--- config.mk ---
export PLATFORM = sky130hd
export DESIGN_NAME = down_counter_timer
export DESIGN_NICKNAME = d
export VERILOG_FILES = /design/src/rtl/counter_pkg.sv /design/src/rtl/tick_prescaler.sv /design/src/rtl/down_counter_timer.sv
export SDC_FILE = /design/constraint.sdc
export NUM_CORES = 1
export LEC_CHECK = 0
export BUFFER_PORTS_ARGS = -buffer_cell sky130_fd_sc_hd__buf_4
export CAP_MARGIN = 10
export CORE_ASPECT_RATIO = 1.75
export CORE_MARGIN = 2
export CORE_UTILIZATION = 59
export DETAILED_ROUTE_END_ITERATION = 8
export PLACE_DENSITY = 0.94
export SLEW_MARGIN = 0
export SYNTH_ARGS = -nofsm -noshare
export SYNTH_HDL_FRONTEND = slang
export SYNTH_HIERARCHICAL = 1
export SYNTH_SLANG_ARGS = --single-unit
--- constraint.sdc ---
create_clock -name clk -period 3.6 [get_ports clk]
set_input_delay 0.72 -clock clk [delete_from_list [all_inputs] [get_ports clk]]
set_output_delay 0.72 -clock clk [all_outputs]
set_load 0.1 [all_outputs]
--- src/rtl/counter_pkg.sv ---
// Shared definitions for the counter family: state encoding and default widths.
package counter_pkg;

  localparam logic [1:0] ST_IDLE   = 2'd0;
  localparam logic [1:0] ST_RUN    = 2'd1;
  localparam logic [1:0] ST_PAUSED = 2'd2;
  localparam logic [1:0] ST_DONE   = 2'd3;

  localparam int unsigned DEF_WIDTH      = 4;
  localparam int unsigned DEF_PRESCALE_W = 8;

  typedef enum logic [1:0] {
    StIdle   = ST_IDLE,
    StRun    = ST_RUN,
    StPaused = ST_PAUSED,
    StDone   = ST_DONE
  } state_e;

endpackage

--- src/rtl/tick_prescaler.sv ---
// Clock-enable divider: one tick every (prescale+1) enabled cycles; holds while disabled.
module tick_prescaler #(
  parameter int unsigned PRESCALE_W = 8
) (
  input  logic                  clk,
  input  logic                  reset,
  input  logic                  en,
  input  logic                  clr,
  input  logic [PRESCALE_W-1:0] prescale,
  output logic                  tick
);

  logic [PRESCALE_W-1:0] pre_cnt_d, pre_cnt_q;

  // >= rather than == so a lowered prescale takes effect without waiting for a wrap.
  assign tick = en && (pre_cnt_q >= prescale);

  always_comb begin
    pre_cnt_d = pre_cnt_q;
    if (clr) begin
      pre_cnt_d = '0;
    end else if (en) begin
      pre_cnt_d = tick ? '0 : pre_cnt_q + PRESCALE_W'(1);
    end
  end

  always_ff @(posedge clk or posedge reset) begin
    if (reset) begin
      pre_cnt_q <= '0;
    end else begin
      pre_cnt_q <= pre_cnt_d;
    end
  end

endmodule

--- src/rtl/down_counter_timer.sv ---
// Loadable, prescaled down-counter/timer with one-shot or auto-reload terminal count.
module down_counter_timer
  import counter_pkg::*;
#(
  parameter int unsigned WIDTH      = DEF_WIDTH,
  parameter int unsigned PRESCALE_W = DEF_PRESCALE_W
) (
  input  logic                  clk,
  input  logic                  reset,
  input  logic                  load,
  input  logic [WIDTH-1:0]      load_value,
  input  logic                  start,
  input  logic                  stop,
  input  logic                  auto_reload,
  input  logic [PRESCALE_W-1:0] prescale,
  output logic [WIDTH-1:0]      count,
  output logic                  busy,
  output logic                  done,
  output logic                  tc
);

  state_e           state_d, state_q;
  logic [WIDTH-1:0] count_d, count_q;
  logic [WIDTH-1:0] reload_d, reload_q;
  logic             tc_d, tc_q;
  logic             tick;
  logic             pre_en, pre_clr;

  // Prescaler advances only on cycles where RUN is not overridden by load or stop.
  assign pre_en  = (state_q == StRun) && !load && !stop;
  assign pre_clr = load || (start && !stop && (state_q == StDone));

  tick_prescaler #(
    .PRESCALE_W(PRESCALE_W)
  ) u_prescaler (
    .clk     (clk),
    .reset   (reset),
    .en      (pre_en),
    .clr     (pre_clr),
    .prescale(prescale),
    .tick    (tick)
  );

  always_comb begin
    state_d  = state_q;
    count_d  = count_q;
    reload_d = reload_q;
    tc_d     = 1'b0;
    if (load) begin
      count_d  = load_value;
      reload_d = load_value;
      state_d  = StIdle;
    end else if (stop) begin
      if (state_q == StRun) state_d = StPaused;
    end else if (start && (state_q != StRun)) begin
      if (state_q == StDone) count_d = reload_q;
      state_d = StRun;
    end else if (tick) begin
      if (count_q > WIDTH'(1)) begin
        count_d = count_q - WIDTH'(1);
      end else if (auto_reload) begin
        count_d = reload_q;
        tc_d    = 1'b1;
      end else begin
        count_d = '0;
        tc_d    = 1'b1;
        state_d = StDone;
      end
    end
  end

  always_ff @(posedge clk or posedge reset) begin
    if (reset) begin
      state_q  <= StIdle;
      count_q  <= '0;
      reload_q <= '0;
      tc_q     <= 1'b0;
    end else begin
      state_q  <= state_d;
      count_q  <= count_d;
      reload_q <= reload_d;
      tc_q     <= tc_d;
    end
  end

  assign count = count_q;
  assign busy  = (state_q == StRun);
  assign done  = (state_q == StDone);
  assign tc    = tc_q;

endmodule

==> impl_metrics.tcl <==
set metrics [dict create \
    tritoncts "built" \
    antenna_found_initial 0 \
    clock_tree.root_cell "clkbuf_8" \
    portBuffers 24 \
    path_class "primary input to register" \
    endpoint_kind "register" \
    area_growth_pct 17.3 \
    antenna_cells 0 \
    fin_ws_ps 1020 \
    num_io_pins 25 \
    cts_made_buffers 3 \
    setup_viol 0 \
    ys_async_sr_fraction_pct 100 \
    start_util_pct 61.1 \
    max-slew-margin-rel_pct 60.3 \
    hold_class "primary input to asynchronous set/reset pin" \
    leakagePower_nw 0.828 \
    drt-met1-wl_um 1050 \
    grt_pass1_vias 1225 \
    wl_per_cell_um 14.9 \
    crit_required_ps 3790 \
    status "complete, no violations" \
    cts_max_level 1 \
    ys_ff_latch 19 \
    synth-compound-area-share_pct 23.5 \
    critPathLaunchType "primary input" \
    synth_top_area_cell "dfrtp_1" \
    cts_setup_buffers 0 \
    fp-row-count 23 \
    synth_simple_gate_area_share_pct 24.7 \
    fill_cells 155 \
    yosysSeqAreaShare_pct 34.6 \
    syn-cell-area_um2 1370 \
    yosysUniqueCellTypes 46 \
    cts_hold_buf 0 \
    synthFlopType "dfrtp_1" \
    met2_length_um 1810 \
    yosysTopAreaCellShare_pct 34.6 \
    syn_inst 153 \
    hpwl_um 2370 \
    drv_slew 0 \
    grt_max_degree 21 \
    drt_pass1_iterations 4 \
    met3_length_um 125 \
    synth_edf_count 0 \
    reg2reg_slack_ps 1130 \
    hold_violations 0 \
    nets 208 \
    power_density_nw_per_um2 348 \
    rsz0062_at_grt "false" \
    clk_latency_ps 250 \
    numClockSinks 19 \
    yosys-top-cells-area "dfrtp_1 (35%), ha_1 (10%), inv_1 (4.9%), nand2_1 (3.6%), nor3_1 (3.3%)" \
    cts_max_path_buffers 2 \
    coreArea_um2 2240 \
    fin_util_pct 71.7 \
    yosysMostFrequentCell "dfrtp_1" \
    maxCapViolations 0 \
    num_vias 1221 \
    die_x_um 40.5 \
    gp_congestion 0.792 \
    fp.dieH_um 67.8 \
    cp_max_fo 9 \
    drtIter0Drc 41 \
    synth_top_family_by_area "simple AND/OR/NAND/NOR gates" \
    report.power.total_uw 561 \
    synthMuxAreaShare_pct 0.820 \
    grt_use_total_pct 26.3 \
    dieArea_um2 2740 \
    overflow 0 \
    final_layout_size_suffix_gt1_share_pct 24.2 \
    fmax_mhz 387 \
    drc_errors 0 \
    finClkSkew_ps 1.16 \
    synthAdderAreaFrac_pct 10.0 \
    vias_per_cell 6.01 \
    tightest_slew_ps 594 \
    synth_xor_area_share_pct 0 \
    stdcell_count 203 \
    cts-resized-gates 0 \
    ir_drop_uv 206 \
    yosys_warnings 6 \
    avgSynthCellArea_um2 8.97 \
    antenna_left 0 \
    path_clk_slew_ps 70 \
    crit_arrival_ps 2770 \
    wl_um 3020 \
    synth_nets 182 \
    place_ws_ps 792 \
    top_layer "met4" \
    fin_crit_sh_pct 71.8 \
    dp.cells 199 \
    fin_crit_ps 2580 \
    grt_first_pass_wirelength_um 5000 \
    fin_setup_tns_ps 0 \
    synth.top_cells.by_count "dfrtp_1 (19), inv_1 (18), nand2_1 (13)" \
]
## cell usage in the layout (no fill, tap or decap), drive strengths merged, types with 2 or more instances in the layout
cell	instances
clkbuf	4
nor2b	3
a21o	4
nand2	13
nand2b	3
and2	4
nor3	11
a21oi	8
inv	18
buf	24
or2	2
a2111oi	2
ha	11
o22ai	2
and4	2
a211o	4
nand3	3
o21ai	9
o31ai	5
dfrtp	19
nor2	12
## layer usage
| metal | vias up | global-route usage (%) |
|---|---|---|
| met5 | - | 0 |
| met4 | 0 | 11.3 |
| met3 | 4 | 3.29 |
| met2 | 40 | 49.6 |
| met1 | 580 | 26.0 |
| li1 | 597 | - |
## sequential cells by signal, summed over array words and instances (netlist names)
register	flops
u_prescaler/pre_cnt_q	8
reload_q	4
state_q	2
tc	1
count	4
## critical path, stage by stage
cell and delay, ps:
buf_4 80, inv_1 30, ha_1 310, and4_1 190, o21ai_0 120, o21ai_0 160, and2_1 200, a21oi_2 70
nor3_4 310, a21oi_2 80, or4_1 410, nand3_1 100
## worst paths after layout
check | to | startpoint | cells past startpoint
max | count[2]$_DFFE_PP0P_ | prescale[7] | 12
min | u_prescaler/pre_cnt_q[5]$_DFFE_PP0P_ | reset | 2
max reg2reg | count[2]$_DFFE_PP0P_ | u_prescaler/pre_cnt_q[5]$_DFFE_PP0P_ | 10
min reg2reg | reload_q[3]$_DFFE_PP0P_ | reload_q[3]$_DFFE_PP0P_ | 2
max in group asynchronous | tc$_DFF_PP0_ | reset | 2
min in group clk | reload_q[3]$_DFFE_PP0P_ | reload_q[3]$_DFFE_PP0P_ | 2
## cells by family (layout without fill, tap and decap cells)
group | Yosys count | after routing
compound gates | 42 | 42
buf+inv | 21 | 46
flops | 19 | 19
simple gates | 59 | 59
fa+ha+maj | 11 | 11
mux | 1 | 1
## per-stage QoR
step	hold WS [ps]	area (µm²)
4_1_cts	429	1610
6_report	424	1610
3_5_place_dp	481	1570
2_1_floorplan	444	1370
3_3_place_gp	466	1570
5_1_grt	434	1610
## layout make-up
cell class / instances / area [µm²] / area share [%]
Multi-Input combinational cell: 113 / 811 / 50.3
Timing Repair Buffer: 24 / 180 / 11.2
Inverter: 18 / 67.6 / 4.20
Clock buffer: 4 / 45.0 / 2.80
Sequential cell: 19 / 475 / 29.5
Tap cell: 25 / 31.3 / 1.94
## power by group
group	switching [mW]	leakage, nW	internal, mW
sequential	0.0172	0.249	0.227
clock	0.0655	0.0228	0.0785
combinational	0.118	0.557	0.0555
No activity file was read; power rests on OpenSTA's default activity.
